[src/rtl/flash_stream_player.sv]
// rtl/flash_stream_player.sv - flash-backed audio sample streamer with one-word prefetch
// Purpose: plays SAMPLE_W-bit samples packed little-endian in 32-bit flash words over the
//          inclusive byte range [start_addr,end_addr], one sample per sample_tick rising edge.
// Optional feature macro: PLAYER_REVERSE_EN (adds input reverse; plays end -> start).
// Ports:
//   clk50M, reset             clock, asynchronous active-high reset
//   start, start_addr,
//   end_addr, silent          clip request (sampled in IDLE only), mute
//   sample_tick               asynchronous sample-rate clock
//   flash_read, flash_addr,
//   flash_waitrequest,
//   flash_readdatavalid,
//   flash_readdata            Avalon-MM read master (word addressed)
//   audio_out, busy, done,
//   underrun                  sample output and status
module flash_stream_player #(
    parameter int SAMPLE_W    = 8,
    parameter int BYTE_ADDR_W = 24
) (
    input  logic                   clk50M,
    input  logic                   reset,
    input  logic                   start,
`ifdef PLAYER_REVERSE_EN
    input  logic                   reverse,
`endif
    input  logic [BYTE_ADDR_W-1:0] start_addr,
    input  logic [BYTE_ADDR_W-1:0] end_addr,
    input  logic                   silent,
    input  logic                   sample_tick,
    output logic                   flash_read,
    output logic [BYTE_ADDR_W-3:0] flash_addr,
    input  logic                   flash_waitrequest,
    input  logic                   flash_readdatavalid,
    input  logic [31:0]            flash_readdata,
    output logic [SAMPLE_W-1:0]    audio_out,
    output logic                   busy,
    output logic                   done,
    output logic                   underrun
);

    localparam int SPW    = 32 / SAMPLE_W;
    localparam int IDX_W  = $clog2(SPW);
    localparam int WORD_W = BYTE_ADDR_W - 2;
    localparam int CNT_W  = WORD_W + 1;
    localparam int IDX_SH = (SAMPLE_W == 16) ? 1 : 0;
    localparam logic [IDX_W-1:0] IDX_MAX = IDX_W'(SPW - 1);

    typedef enum logic [2:0] {
        S_IDLE,
        S_FETCH,
        S_WAIT_DATA,
        S_PLAY,
        S_FINISH
    } state_t;

    state_t                state_q, state_d;
    logic                  tick_s1_q, tick_s1_d;
    logic                  tick_s2_q, tick_s2_d;
    logic                  tick_s3_q, tick_s3_d;
    logic                  tick_q, tick_d;
    logic                  busy_q, busy_d;
    logic                  done_q, done_d;
    logic                  underrun_q, underrun_d;
    logic [SAMPLE_W-1:0]   audio_q, audio_d;
    logic                  rev_q, rev_d;
    logic [IDX_W-1:0]      first_idx_q, first_idx_d;
    logic [IDX_W-1:0]      stop_idx_q, stop_idx_d;
    logic [WORD_W-1:0]     fetch_addr_q, fetch_addr_d;
    logic [CNT_W-1:0]      rem_q, rem_d;          // words not yet requested
    logic                  rd_pf_q, rd_pf_d;      // prefetch read request held until accepted
    logic                  pend_q, pend_d;        // one read accepted, data not yet returned
    logic                  pend_last_q, pend_last_d;
    logic [31:0]           cur_word_q, cur_word_d;
    logic [IDX_W-1:0]      cur_idx_q, cur_idx_d;
    logic                  cur_last_q, cur_last_d;
    logic                  cur_valid_q, cur_valid_d;
    logic [31:0]           nxt_word_q, nxt_word_d;
    logic                  nxt_last_q, nxt_last_d;
    logic                  nxt_valid_q, nxt_valid_d;

    logic                  rev_in;
    logic [WORD_W-1:0]     s_word, e_word;
    logic [1:0]            s_lo, e_lo;
    logic [IDX_W-1:0]      s_idx, e_idx;
    logic                  clip_empty;
    logic [CNT_W-1:0]      clip_words;
    logic                  rd_accept, rd_data;
    logic [IDX_W-1:0]      word_start, word_end;
    logic                  src_valid, src_from_nxt, src_last;
    logic [31:0]           src_word;
    logic [IDX_W-1:0]      src_idx, src_stop, idx_step;
    logic [SAMPLE_W-1:0]   src_sample;

`ifdef PLAYER_REVERSE_EN
    assign rev_in = reverse;
`else
    assign rev_in = 1'b0;
`endif

    assign s_word     = start_addr[BYTE_ADDR_W-1:2];
    assign e_word     = end_addr[BYTE_ADDR_W-1:2];
    assign s_lo       = start_addr[1:0] >> IDX_SH;
    assign e_lo       = end_addr[1:0] >> IDX_SH;
    assign s_idx      = s_lo[IDX_W-1:0];
    assign e_idx      = e_lo[IDX_W-1:0];
    // Compare at sample granularity so a reversed span inside one word is also empty.
    assign clip_empty = {e_word, e_idx} < {s_word, s_idx};
    assign clip_words = {1'b0, e_word} - {1'b0, s_word} + CNT_W'(1);

    assign flash_read = (state_q == S_FETCH) | rd_pf_q;
    assign flash_addr = fetch_addr_q;
    assign rd_accept  = flash_read & ~flash_waitrequest;
    assign rd_data    = flash_readdatavalid & pend_q;

    assign word_start = rev_q ? IDX_MAX : '0;
    assign word_end   = rev_q ? '0 : IDX_MAX;

    // When the current word is exhausted, a tick may take its sample straight from the
    // prefetched word so a word arriving just in time is never reported as an underrun.
    assign src_from_nxt = ~cur_valid_q;
    assign src_valid    = cur_valid_q | nxt_valid_q;
    assign src_word     = cur_valid_q ? cur_word_q : nxt_word_q;
    assign src_idx      = cur_valid_q ? cur_idx_q : word_start;
    assign src_last     = cur_valid_q ? cur_last_q : nxt_last_q;
    assign src_stop     = src_last ? stop_idx_q : word_end;
    assign idx_step     = rev_q ? src_idx - IDX_W'(1) : src_idx + IDX_W'(1);
    assign src_sample   = src_word[int'(src_idx) * SAMPLE_W +: SAMPLE_W];

    assign audio_out = audio_q;
    assign busy      = busy_q;
    assign done      = done_q;
    assign underrun  = underrun_q;

    always_comb begin
        state_d     = state_q;
        busy_d      = busy_q;
        done_d      = 1'b0;
        underrun_d  = 1'b0;
        audio_d     = audio_q;
        rev_d       = rev_q;
        first_idx_d = first_idx_q;
        stop_idx_d  = stop_idx_q;
        fetch_addr_d = fetch_addr_q;
        rem_d       = rem_q;
        rd_pf_d     = rd_pf_q;
        pend_d      = pend_q;
        pend_last_d = pend_last_q;
        cur_word_d  = cur_word_q;
        cur_idx_d   = cur_idx_q;
        cur_last_d  = cur_last_q;
        cur_valid_d = cur_valid_q;
        nxt_word_d  = nxt_word_q;
        nxt_last_d  = nxt_last_q;
        nxt_valid_d = nxt_valid_q;
        tick_s1_d   = sample_tick;
        tick_s2_d   = tick_s1_q;
        tick_s3_d   = tick_s2_q;
        tick_d      = tick_s2_q & ~tick_s3_q;

        if (rd_data) begin
            pend_d = 1'b0;
        end
        if (rd_accept) begin
            fetch_addr_d = rev_q ? fetch_addr_q - WORD_W'(1) : fetch_addr_q + WORD_W'(1);
            rem_d        = rem_q - CNT_W'(1);
            pend_d       = 1'b1;
            pend_last_d  = (rem_q == CNT_W'(1));
            rd_pf_d      = 1'b0;
        end

        case (state_q)
            S_IDLE: begin
                if (start) begin
                    busy_d       = 1'b1;
                    rev_d        = rev_in;
                    first_idx_d  = rev_in ? e_idx : s_idx;
                    stop_idx_d   = rev_in ? s_idx : e_idx;
                    fetch_addr_d = rev_in ? e_word : s_word;
                    rem_d        = clip_words;
                    rd_pf_d      = 1'b0;
                    pend_d       = 1'b0;
                    cur_valid_d  = 1'b0;
                    nxt_valid_d  = 1'b0;
                    state_d      = clip_empty ? S_FINISH : S_FETCH;
                end
            end
            S_FETCH: begin
                if (rd_accept) begin
                    state_d = S_WAIT_DATA;
                end
            end
            S_WAIT_DATA: begin
                if (rd_data) begin
                    cur_word_d  = flash_readdata;
                    cur_idx_d   = first_idx_q;
                    cur_last_d  = pend_last_q;
                    cur_valid_d = 1'b1;
                    state_d     = S_PLAY;
                end
            end
            S_PLAY: begin
                if (!rd_pf_q && !pend_q && !nxt_valid_q && rem_q != '0) begin
                    rd_pf_d = 1'b1;
                end
                if (tick_q) begin
                    if (!src_valid) begin
                        underrun_d = 1'b1;
                    end else begin
                        audio_d = silent ? '0 : src_sample;
                        if (src_idx == src_stop) begin
                            if (src_last) begin
                                cur_valid_d = 1'b0;
                                nxt_valid_d = 1'b0;
                                state_d     = S_FINISH;
                            end else if (!src_from_nxt && nxt_valid_q) begin
                                cur_word_d  = nxt_word_q;
                                cur_idx_d   = word_start;
                                cur_last_d  = nxt_last_q;
                                nxt_valid_d = 1'b0;
                            end else begin
                                cur_valid_d = 1'b0;
                                if (src_from_nxt) begin
                                    nxt_valid_d = 1'b0;
                                end
                            end
                        end else begin
                            cur_word_d  = src_word;
                            cur_idx_d   = idx_step;
                            cur_last_d  = src_last;
                            cur_valid_d = 1'b1;
                            if (src_from_nxt) begin
                                nxt_valid_d = 1'b0;
                            end
                        end
                    end
                end else if (!cur_valid_q && nxt_valid_q) begin
                    cur_word_d  = nxt_word_q;
                    cur_idx_d   = word_start;
                    cur_last_d  = nxt_last_q;
                    cur_valid_d = 1'b1;
                    nxt_valid_d = 1'b0;
                end
                if (rd_data) begin
                    nxt_word_d  = flash_readdata;
                    nxt_last_d  = pend_last_q;
                    nxt_valid_d = 1'b1;
                end
            end
            S_FINISH: begin
                done_d  = 1'b1;
                busy_d  = 1'b0;
                rd_pf_d = 1'b0;
                state_d = S_IDLE;
            end
            default: begin
                state_d = S_IDLE;
            end
        endcase
    end

    always_ff @(posedge clk50M or posedge reset) begin
        if (reset) begin
            state_q      <= S_IDLE;
            tick_s1_q    <= 1'b0;
            tick_s2_q    <= 1'b0;
            tick_s3_q    <= 1'b0;
            tick_q       <= 1'b0;
            busy_q       <= 1'b0;
            done_q       <= 1'b0;
            underrun_q   <= 1'b0;
            audio_q      <= '0;
            rev_q        <= 1'b0;
            first_idx_q  <= '0;
            stop_idx_q   <= '0;
            fetch_addr_q <= '0;
            rem_q        <= '0;
            rd_pf_q      <= 1'b0;
            pend_q       <= 1'b0;
            pend_last_q  <= 1'b0;
            cur_word_q   <= '0;
            cur_idx_q    <= '0;
            cur_last_q   <= 1'b0;
            cur_valid_q  <= 1'b0;
            nxt_word_q   <= '0;
            nxt_last_q   <= 1'b0;
            nxt_valid_q  <= 1'b0;
        end else begin
            state_q      <= state_d;
            tick_s1_q    <= tick_s1_d;
            tick_s2_q    <= tick_s2_d;
            tick_s3_q    <= tick_s3_d;
            tick_q       <= tick_d;
            busy_q       <= busy_d;
            done_q       <= done_d;
            underrun_q   <= underrun_d;
            audio_q      <= audio_d;
            rev_q        <= rev_d;
            first_idx_q  <= first_idx_d;
            stop_idx_q   <= stop_idx_d;
            fetch_addr_q <= fetch_addr_d;
            rem_q        <= rem_d;
            rd_pf_q      <= rd_pf_d;
            pend_q       <= pend_d;
            pend_last_q  <= pend_last_d;
            cur_word_q   <= cur_word_d;
            cur_idx_q    <= cur_idx_d;
            cur_last_q   <= cur_last_d;
            cur_valid_q  <= cur_valid_d;
            nxt_word_q   <= nxt_word_d;
            nxt_last_q   <= nxt_last_d;
            nxt_valid_q  <= nxt_valid_d;
        end
    end

endmodule
[config.mk]
export PLATFORM = sky130hd
export DESIGN_NAME = flash_stream_player
export DESIGN_NICKNAME = d
export VERILOG_FILES = /design/src/rtl/flash_stream_player.sv
export SDC_FILE = /design/constraint.sdc
export NUM_CORES = 1
export LEC_CHECK = 0
export BUFFER_PORTS_ARGS = -buffer_cell sky130_fd_sc_hd__buf_2
export CAP_MARGIN = 0
export CORE_ASPECT_RATIO = 0.7
export CORE_MARGIN = 8
export CORE_UTILIZATION = 30
export CTS_CLUSTER_SIZE = 20
export DETAILED_ROUTE_END_ITERATION = 10
export GPL_TIMING_DRIVEN = 0
export PLACE_DENSITY = 0.58
export REMOVE_ABC_BUFFERS = 1
export SLEW_MARGIN = 25
export SYNTH_ARGS = -nofsm -noshare
export SYNTH_HDL_FRONTEND = slang
export SYNTH_SLANG_ARGS = --single-unit
[constraint.sdc]
create_clock -name clk50M -period 14.5 [get_ports clk50M]
set_input_delay 2.9 -clock clk50M [delete_from_list [all_inputs] [get_ports clk50M]]
set_output_delay 2.9 -clock clk50M [all_outputs]
set_load 0.05 [all_outputs]
==> results of run 1 <==
==> area by class of cell <==
| cell class | instances | area [sq um] | share of cell area [%] |
|---|---|---|---|
| diodes | 1 | 2.502 | 0.02282 |
| clock buffers | 20 | 446.7 | 4.074 |
| clock inverters | 12 | 136.4 | 1.244 |
| inverters | 60 | 232.7 | 2.123 |
| multi-input cells | 737 | 5374 | 49.01 |
| flip-flops and latches | 140 | 3503 | 31.95 |
| well taps | 420 | 525.5 | 4.793 |
| repair buffers | 126 | 743.2 | 6.778 |
==> where the power goes <==
part | leakage [nW] | switching, mW | internal (mW)
clock network | 0.278 | 0.180 | 0.260
logic | 3.02 | 0.581 | 0.489
registers | 1.72 | 0.186 | 0.576
total | 5.01 | 0.947 | 1.32
==> layout by cell type, fill, tap and decap left out, drive strengths merged, types with 8 or more instances in the layout <==
| cell | count |
|---|---|
| a21o | 10 |
| nor2b | 8 |
| ha | 48 |
| nor2 | 48 |
| nand4 | 8 |
| a22o | 11 |
| and3 | 9 |
| or3 | 9 |
| a21oi | 27 |
| xor2 | 21 |
| nand2 | 191 |
| nor3 | 20 |
| inv | 64 |
| xnor2 | 29 |
| o21ai | 57 |
| fa | 12 |
| buf | 126 |
| dfrtp | 140 |
| nand3 | 25 |
| nand2b | 9 |
| mux2 | 73 |
| nor4 | 9 |
| clkbuf | 20 |
| mux4 | 8 |
| a211oi | 8 |
==> stage by stage <==
stage / std cells / hold slack [ns] / utilization [%]
floorplan: 937 / 0.3312 / -
global placement: 1477 / 0.3396 / 33.07
detailed placement: 1483 / 0.3409 / 33.61
CTS: 1515 / 0.3542 / 35.50
global route: 1515 / 0.3652 / 35.50
finish: 1516 / 0.3517 / 35.51
==> logic make-up after synthesis <==
kind of cell | count (synthesis) | share of synthesized area, %
AND/OR/NAND/NOR | 372 | 18.78
AO/OA/AOI/OAI | 169 | 12.48
flip-flops | 140 | 37.59
buffers and inverters | 104 | 4.927
multiplexers | 86 | 12.50
adder cells (fa/ha/maj) | 60 | 9.021
XOR/XNOR | 50 | 4.699
==> worst max-delay path by stage <==
stage                       start                          to  slack [ns]  depth (start not counted)
finish              start_addr[4]         rem_q[19]$_DFF_PP0_        8.99                         11
floorplan                   reset    audio_out[0]$_DFFE_PP0P_        7.85                          1
CTS                 start_addr[4]         rem_q[19]$_DFF_PP0_        9.06                         11
global placement            reset  nxt_word_q[15]$_DFFE_PP0P_        5.87                          2
detailed placement  start_addr[4]         rem_q[19]$_DFF_PP0_        8.56                         11
global route        start_addr[4]         rem_q[19]$_DFF_PP0_        8.86                         11
==> sequential cells by signal (all words and copies together), names as in the netlist, 2 cells and up <==
signal	count
state_q	3
flash_addr	22
cur_idx_q	2
nxt_word_q	32
rem_q	23
first_idx_q	2
stop_idx_q	2
cur_word_q	32
audio_out	8
==> per-layer routing <==
layer	vias to the layer above	GRT usage (%)
met5	-	0
met4	4	3.455
met3	20	2.565
li1	3640	-
met1	3639	21.07
met2	156	20.94
==> Yosys cell counts, types with 7 or more instances <==
master	number
and3_1	8
and2_1	7
a211oi_1	7
fa_1	12
or3_1	9
nand3_1	25
nand4_1	8
o21ai_0	54
nor4_1	9
nand2b_1	9
a21o_1	10
nor2_1	48
xor2_1	21
a21oi_1	26
clkbuf_1	30
xnor2_1	29
buf_1	7
dfrtp_1	140
inv_1	60
mux2_2	43
nor2b_1	7
nand2_1	191
ha_1	48
mux2_4	30
mux4_2	8
nor3_1	20
a31oi_1	7
a22o_1	11
==> results.rst, run 1 <==
.. list-table::
   :header-rows: 1

   * - Metric
     - Value
   * - Result of the run
     - finished, final reports clean
   * - Clock tree from TritonCTS
     - done
   * - Via density per instance
     - 4.920
   * - Sequential cell area fraction in the yosys report
     - 37.59%
   * - Total leakage power
     - 5.011 nW
   * - Combined buffer and inverter count along the critical path
     - 3
   * - Relative max-transition margin
     - 37.23%
   * - Top layer in use
     - met5
   * - Most used cell along the critical path
     - inv_1
   * - Worst IR Drop VDD
     - 125.5 uV
   * - Maximum number of pins on one net before global-route repair
     - 96
   * - Number of antenna violations at the first check in global routing
     - 2
   * - Crit Reg-Reg Startpoint
     - cur_valid_q$_DFFE_PP0P_
   * - Number of endpoints failing setup at the final stage
     - 0
   * - Post-DR wirelength/cell
     - 16.94 microns
   * - Routed length on met2
     - 11170 microns
   * - RePlAce Congestion
     - 0.7971
   * - R2R cell count
     - 7
   * - Die outline area
     - 37050 sq um
   * - Synth Cell Area
     - 9320 sq um
   * - MaxCap Viol Count
     - 0
   * - Final hold violation count
     - 0
   * - Number of detailed-routing iterations run before antenna repair
     - 5
   * - Die Span X
     - 226.7 microns
   * - Wire length of the first global-routing pass
     - 41810 microns
   * - Worst hold endpoint
     - tick_s2_q$_DFF_PP0_
   * - IO Port Bufs
     - 120
   * - Element type at the critical path start
     - input port
   * - Clock Root Buffer
     - clkbuf_16
   * - Endpoint of the lowest-slack register-to-register path
     - cur_word_q[29]$_DFFE_PP0P_
   * - Final cell area excluding filler cells
     - 10960 sq um
   * - Standard cell core area
     - 30880 sq um
   * - Num CTS Buffers
     - 17
   * - First DRT Iteration DRCs
     - 554
   * - Number of flops mapped to enable cells by yosys
     - 0
   * - Maximum level of the CTS H-tree
     - 4
   * - Data required time of the critical path
     - 14.83 ns
   * - Layout cells sized above 1
     - 24.11%
   * - Count of pins on the block boundary
     - 121
   * - GRT Util Overall
     - 14.19%
   * - Hold_sp
     - tick_s1_q$_DFF_PP0_
   * - Worst reg-to-reg setup slack
     - 10.98 ns
   * - Layout overhead on the synthesized area
     - 17.64%
   * - Final count of pins violating max slew
     - 0
   * - Fin Clk Skew
     - 0.01436 ns
   * - Sum of overflow across all layers after global routing
     - 0
   * - Via count of the first global-routing pass
     - 7486
   * - Row Count
     - 54
   * - Share of the synthesized area in the top cell type
     - 37.59%
   * - Number of clock sinks seen by CTS
     - 140
   * - Critical path arrival
     - 5.84 ns
   * - Cell taking the most area after synthesis
     - dfrtp_1
   * - Largest stage delay on the critical path
     - 0.81 ns
   * - Depth of the worst hold-timing path
     - 0
   * - Post-synthesis cell type count
     - 78
   * - CP Class
     - input port to flip-flop
   * - Max Root-Sink Buffers
     - 2
   * - Register clock-pin slew on the reported worst setup and hold paths
     - 0.06 ns
   * - Path type of the worst min-delay path
     - flip-flop to flip-flop
   * - Estimated wirelength of the detail-placed design
     - 19210 microns
   * - Initial cell density of the core
     - 30.18%
   * - Final setup slack of the worst path
     - 8.995 ns
   * - Total wire length after detailed routing
     - 25680 microns
   * - Quantity of gates resized following cts
     - 0
   * - Later-pin clock latency in the skew report
     - 0.43 ns
   * - Synthesized flop and latch total
     - 140
   * - Gate Count Post-Synth
     - 981
   * - Instance area after placement
     - 10380 sq um
   * - Pre-CTS setup slack
     - 8.562 ns
   * - Proportion of synthesized flip-flops having asynchronous set or reset
     - 100.0%
   * - Final clock period utilization by the worst path
     - 37.97%
   * - Highest net fanout along the worst path
     - 4
   * - Final setup TNS
     - 0 ns
   * - Number of nets in the final layout
     - 1229
   * - Count of yosys warnings during synthesis
     - 0
   * - Post-CTS Setup Inserts
     - 0
   * - Achievable frequency
     - 0.1816 GHz
   * - Via count
     - 7459
   * - Cell-by-cell trace of the critical path
     - buf_2, inv_1, ha_1, inv_1, fa_1, nand2b_1, a2111oi_0, o2111a_1, o21ai_0, and4_1, nor3_1
   * - Synth area leaders
     - dfrtp_1, nand2_1, ha_1
   * - # fillers
     - 3157
   * - Power per cell area
     - 207.1 nW/um^2
   * - Sum of met3 wire segment lengths after detailed routing
     - 925 microns
   * - Endpoint class of the critical path
     - flip-flop
   * - RSZ-0062 raised after global routing
     - false
   * - Leading register cell type out of synthesis
     - dfrtp_1
   * - Antenna-violating nets left
     - 0
   * - Met1 routed wirelength after detailed routing
     - 13310 microns
   * - Post-Syn Area per Cell
     - 9.501 sq um
   * - Total power draw
     - 2.271 mW
   * - Slowest-stage cell, CP
     - a2111oi_0
   * - Top delay family on crit path
     - compound AO/OA/AOI/OAI gates
   * - Hold-fix buffers, CTS
     - 0
   * - DRC Markers
     - 0
   * - Min Clock Period, post-route
     - 5.505 ns
   * - Die H
     - 163.5 microns
   * - Slew of the pin with the lowest slew margin
     - 0.9178 ns
Note: power is estimated with default switching activity, not from simulation.
==> inputs of run 2 (changes only) <==
--- a/config.mk
+++ b/config.mk
@@ -5,6 +5,7 @@
 export SDC_FILE = /design/constraint.sdc
 export NUM_CORES = 1
 export LEC_CHECK = 0
+export ABC_AREA = 1
 export BUFFER_PORTS_ARGS = -buffer_cell sky130_fd_sc_hd__buf_2
 export CAP_MARGIN = 0
 export CORE_ASPECT_RATIO = 0.7
==> constraint.sdc (replaced) <==
create_clock -name clk50M -period 5.7 [get_ports clk50M]
set_input_delay 1.14 -clock clk50M [delete_from_list [all_inputs] [get_ports clk50M]]
set_output_delay 1.14 -clock clk50M [all_outputs]
set_load 0.05 [all_outputs]
==> run 2 against run 1 <==
  * Die area grew 12%
  * Register-to-register slack lost 8.4 ns
  * Clock skew grew 0.00073 ns
  * Core utilization shrank 0.078 points
  * Critical path type unchanged
  * Critical endpoint is now rem_q[17]$_DFF_PP0_
  * Largest cell class unchanged
  * Highest routed layer unchanged
==> results.rst, run 2 <==
.. list-table::
   :header-rows: 1

   * - Metric
     - Value
   * - Post-layout instance count excluding filler cells
     - 2159
   * - Leading register cell type out of synthesis
     - dfrtp_1
   * - RePlAce Congestion
     - 0.9348
   * - Fin Clk Skew
     - 0.01509 ns
   * - Estimated wirelength of the detail-placed design
     - 25330 microns
   * - Quantity of gates resized following cts
     - 0
   * - Final count of pins violating max slew
     - 0
   * - MaxCap Viol Count
     - 0
   * - Achievable frequency
     - 0.3221 GHz
   * - Layout cells sized above 1
     - 13.00%
   * - Wire length of the first global-routing pass
     - 54540 microns
   * - Ranking of synthesized cells by instance count
     - nand2_1, nor2_1, inv_1
   * - Path type of the worst min-delay path
     - flip-flop to flip-flop
   * - Number of nets in the final layout
     - 1818
   * - Antenna-violating nets left
     - 0
   * - Slowest-stage cell, CP
     - fa_1
   * - Final hold violation count
     - 0
   * - Minimum hold slack
     - 0.3491 ns
   * - Top delay family on crit path
     - adder cells
   * - Instance area after placement
     - 11680 sq um
   * - Synthesized flop and latch total
     - 140
   * - Die H
     - 172.6 microns
   * - Total wire length after detailed routing
     - 33710 microns
   * - Combined buffer and inverter count along the critical path
     - 4
   * - Num CTS Buffers
     - 17
   * - Initial cell density of the core
     - 30.38%
   * - Data required time of the critical path
     - 6.02 ns
   * - Flip-flop and latch area
     - 3505 sq um
   * - CP Class
     - input port to flip-flop
   * - Dpl cells
     - 2124
   * - Clock Root Buffer
     - clkbuf_16
   * - Number of clock sinks seen by CTS
     - 140
   * - Crit Reg-Reg Startpoint
     - state_q[2]$_DFFE_PP0P_
   * - Post-synthesis cell type count
     - 38
   * - Layout overhead on the synthesized area
     - 16.63%
   * - Synth area leaders
     - dfrtp_1, nand2_1, nor2_1
   * - Highest net fanout along the worst path
     - 5
   * - Leading cell types in the layout, fill and taps excluded
     - nand2_1, nor2_1, inv_1, dfrtp_1, nand3_1
   * - Dominant cell by count in the synthesized netlist
     - nand2_1
   * - Final cell area excluding filler cells
     - 12260 sq um
   * - Number of antenna violations at the first check in global routing
     - 9
   * - Min Clock Period, post-route
     - 3.104 ns
   * - Max Root-Sink Buffers
     - 2
   * - Power per cell area
     - 509.4 nW/um^2
   * - Maximum number of pins on one net before global-route repair
     - 90
   * - Via count of the first global-routing pass
     - 9766
   * - Proportion of synthesized flip-flops having asynchronous set or reset
     - 100.0%
   * - Crit path from
     - start_addr[3]
   * - Sequential cell area fraction in the yosys report
     - 33.34%
   * - DRC Markers
     - 0
   * - Row Count
     - 57
   * - Standard cell core area
     - 34590 sq um
   * - Commonest non-fill, non-tap cell in the layout
     - nand2_1
   * - Number of flops mapped to enable cells by yosys
     - 0
   * - Number of endpoints failing setup at the final stage
     - 0
   * - Most used cell along the critical path
     - nand2_1
   * - Count of pins on the block boundary
     - 121
   * - Die outline area
     - 41360 sq um
   * - Post-Syn Area per Cell
     - 6.680 sq um
   * - IO Port Bufs
     - 120
   * - Clock tree from TritonCTS
     - done
   * - Sum of overflow across all layers after global routing
     - 0
   * - Slew of the pin with the lowest slew margin
     - 0.9677 ns
   * - Count of yosys warnings during synthesis
     - 0
   * - Hold-fix buffers, CTS
     - 0
   * - Cell-by-cell trace of the critical path
     - buf_2, inv_1, ha_1, inv_1, ha_1, fa_1, nand3_1, nand2_1, nand2_1, nand3_1, nand2_1, nand2_1, nand2_1, nand3_1, nand2_1, inv_1
   * - Die Span X
     - 239.7 microns
   * - Worst IR Drop VDD
     - 259.6 uV
   * - Relative max-transition margin
     - 35.48%
   * - Register clock-pin slew on the reported worst setup and hold paths
     - 0.06 ns
   * - Number of detailed-routing iterations run before antenna repair
     - 7
   * - Element type at the critical path start
     - input port
   * - Critical path arrival
     - 3.42 ns
   * - Via count
     - 10390
   * - Via density per instance
     - 4.814
   * - Result of the run
     - finished, final reports clean
   * - Later-pin clock latency in the skew report
     - 0.43 ns
   * - Share of the synthesized area in the top cell type
     - 33.34%
   * - Multi-input gate area
     - 6073 sq um
   * - Final core occ
     - 35.43%
   * - Final clock period utilization by the worst path
     - 54.46%
   * - First DRT Iteration DRCs
     - 919
   * - Cell taking the most area after synthesis
     - dfrtp_1
   * - Maximum level of the CTS H-tree
     - 4
   * - # fillers
     - 3688
   * - Post-CTS Setup Inserts
     - 0
   * - Gate Count Post-Synth
     - 1573
   * - GRT Util Overall
     - 16.33%
   * - Synth Cell Area
     - 10510 sq um
   * - Endpoint class of the critical path
     - flip-flop
   * - Top Registers
     - cur_word_q: 32 flops, nxt_word_q: 32 flops, rem_q: 23 flops
   * - RSZ-0062 raised after global routing
     - false
   * - Largest stage delay on the critical path
     - 0.45 ns
   * - Total leakage power
     - 6.342 nW
   * - Hold_sp
     - tick_s1_q$_DFF_PP0_
   * - Post-DR wirelength/cell
     - 15.61 microns
## run 2: changes by cell type after synthesis, sizes merged, moves of 11 or more
cell,before,now
nor2,48,211
nand2,191,546
nand4,8,32
mux2,73,32
inv,60,197
o21ai,57,80
xnor2,29,8
buf,14,27
nand3,25,123
a22o,11,0
## run 2: logic make-up (layout without fill, tap and decap cells)
logic type | after synthesis | after routing | synth area share (%)
fa+ha+maj | 60 | 60 | 8.002
buf+inv | 244 | 355 | 9.085
simple gates | 934 | 934 | 37.02
mux | 32 | 32 | 3.429
xor+xnor | 25 | 25 | 2.084
compound gates | 138 | 138 | 7.037
other cells | 0 | 3 | 0
flops | 140 | 140 | 33.34
## run 2: metrics by stage
stage	setup slack (ns)	total power, mW	TNS, ns
after floorplan	0.8071	4.171	0
after global placement	-1.386	5.030	-195.49
after detailed placement	2.182	5.147	0
after CTS	2.602	6.274	0
after global routing	2.301	6.784	0
final	2.596	6.243	0
## run 2: path summary, 6_finish.rpt
kind / slack, ns / endpoint / depth (start not counted)
worst max-delay path: 2.60 / rem_q[17]$_DFF_PP0_ / 16
worst min-delay path: 0.35 / tick_s2_q$_DFF_PP0_ / 0
worst max register to register: 2.61 / cur_word_q[3]$_DFFE_PP0P_ / 10
worst min register to register: 0.35 / tick_s2_q$_DFF_PP0_ / 0
max in group asynchronous: 4.16 / cur_valid_q$_DFFE_PP0P_ / 3
min in group asynchronous: 0.73 / nxt_word_q[30]$_DFFE_PP0P_ / 2
## run 2: layer usage
layer / routed length, microns / global-route usage [%] / vias up
met5: 59 / 0 / -
met3: 2098 / 3.161 / 37
met1: 16360 / 24.09 / 4898
met4: 514 / 4.797 / 10
li1: - / - / 5171
met2: 14680 / 23.68 / 277
## run 2: layout make-up
class                      instances  area share [%]
antenna                            3         0.06126
sequential                       140           28.60
tap                              472           4.819
timing repair buffer             126           6.187
multi-input combinational       1189           49.56
clock inverter                    12          0.9393
inverter                         197           6.115
clock buffer                      20           3.726
## run 2: power breakdown
part | leakage (nW) | total (mW) | internal [mW] | switching, mW
registers | 1.71 | 1.89 | 1.47 | 0.420
clock network | 0.273 | 1.09 | 0.627 | 0.465
logic | 4.36 | 3.26 | 1.02 | 2.24
total | 6.34 | 6.24 | 3.12 | 3.12
## run 2: worst register-to-register path, stage by stage, from the launching register on
cell and delay, ns:
dfrtp_1 0.42, nor2_2 0.20, nand2_1 0.30, inv_4 0.68, nand2_1 0.23, nand3_1 0.15
inv_2 0.18, nand3_4 0.57, nor2_1 0.11, nand2_1 0.08, nand2_1 0.06
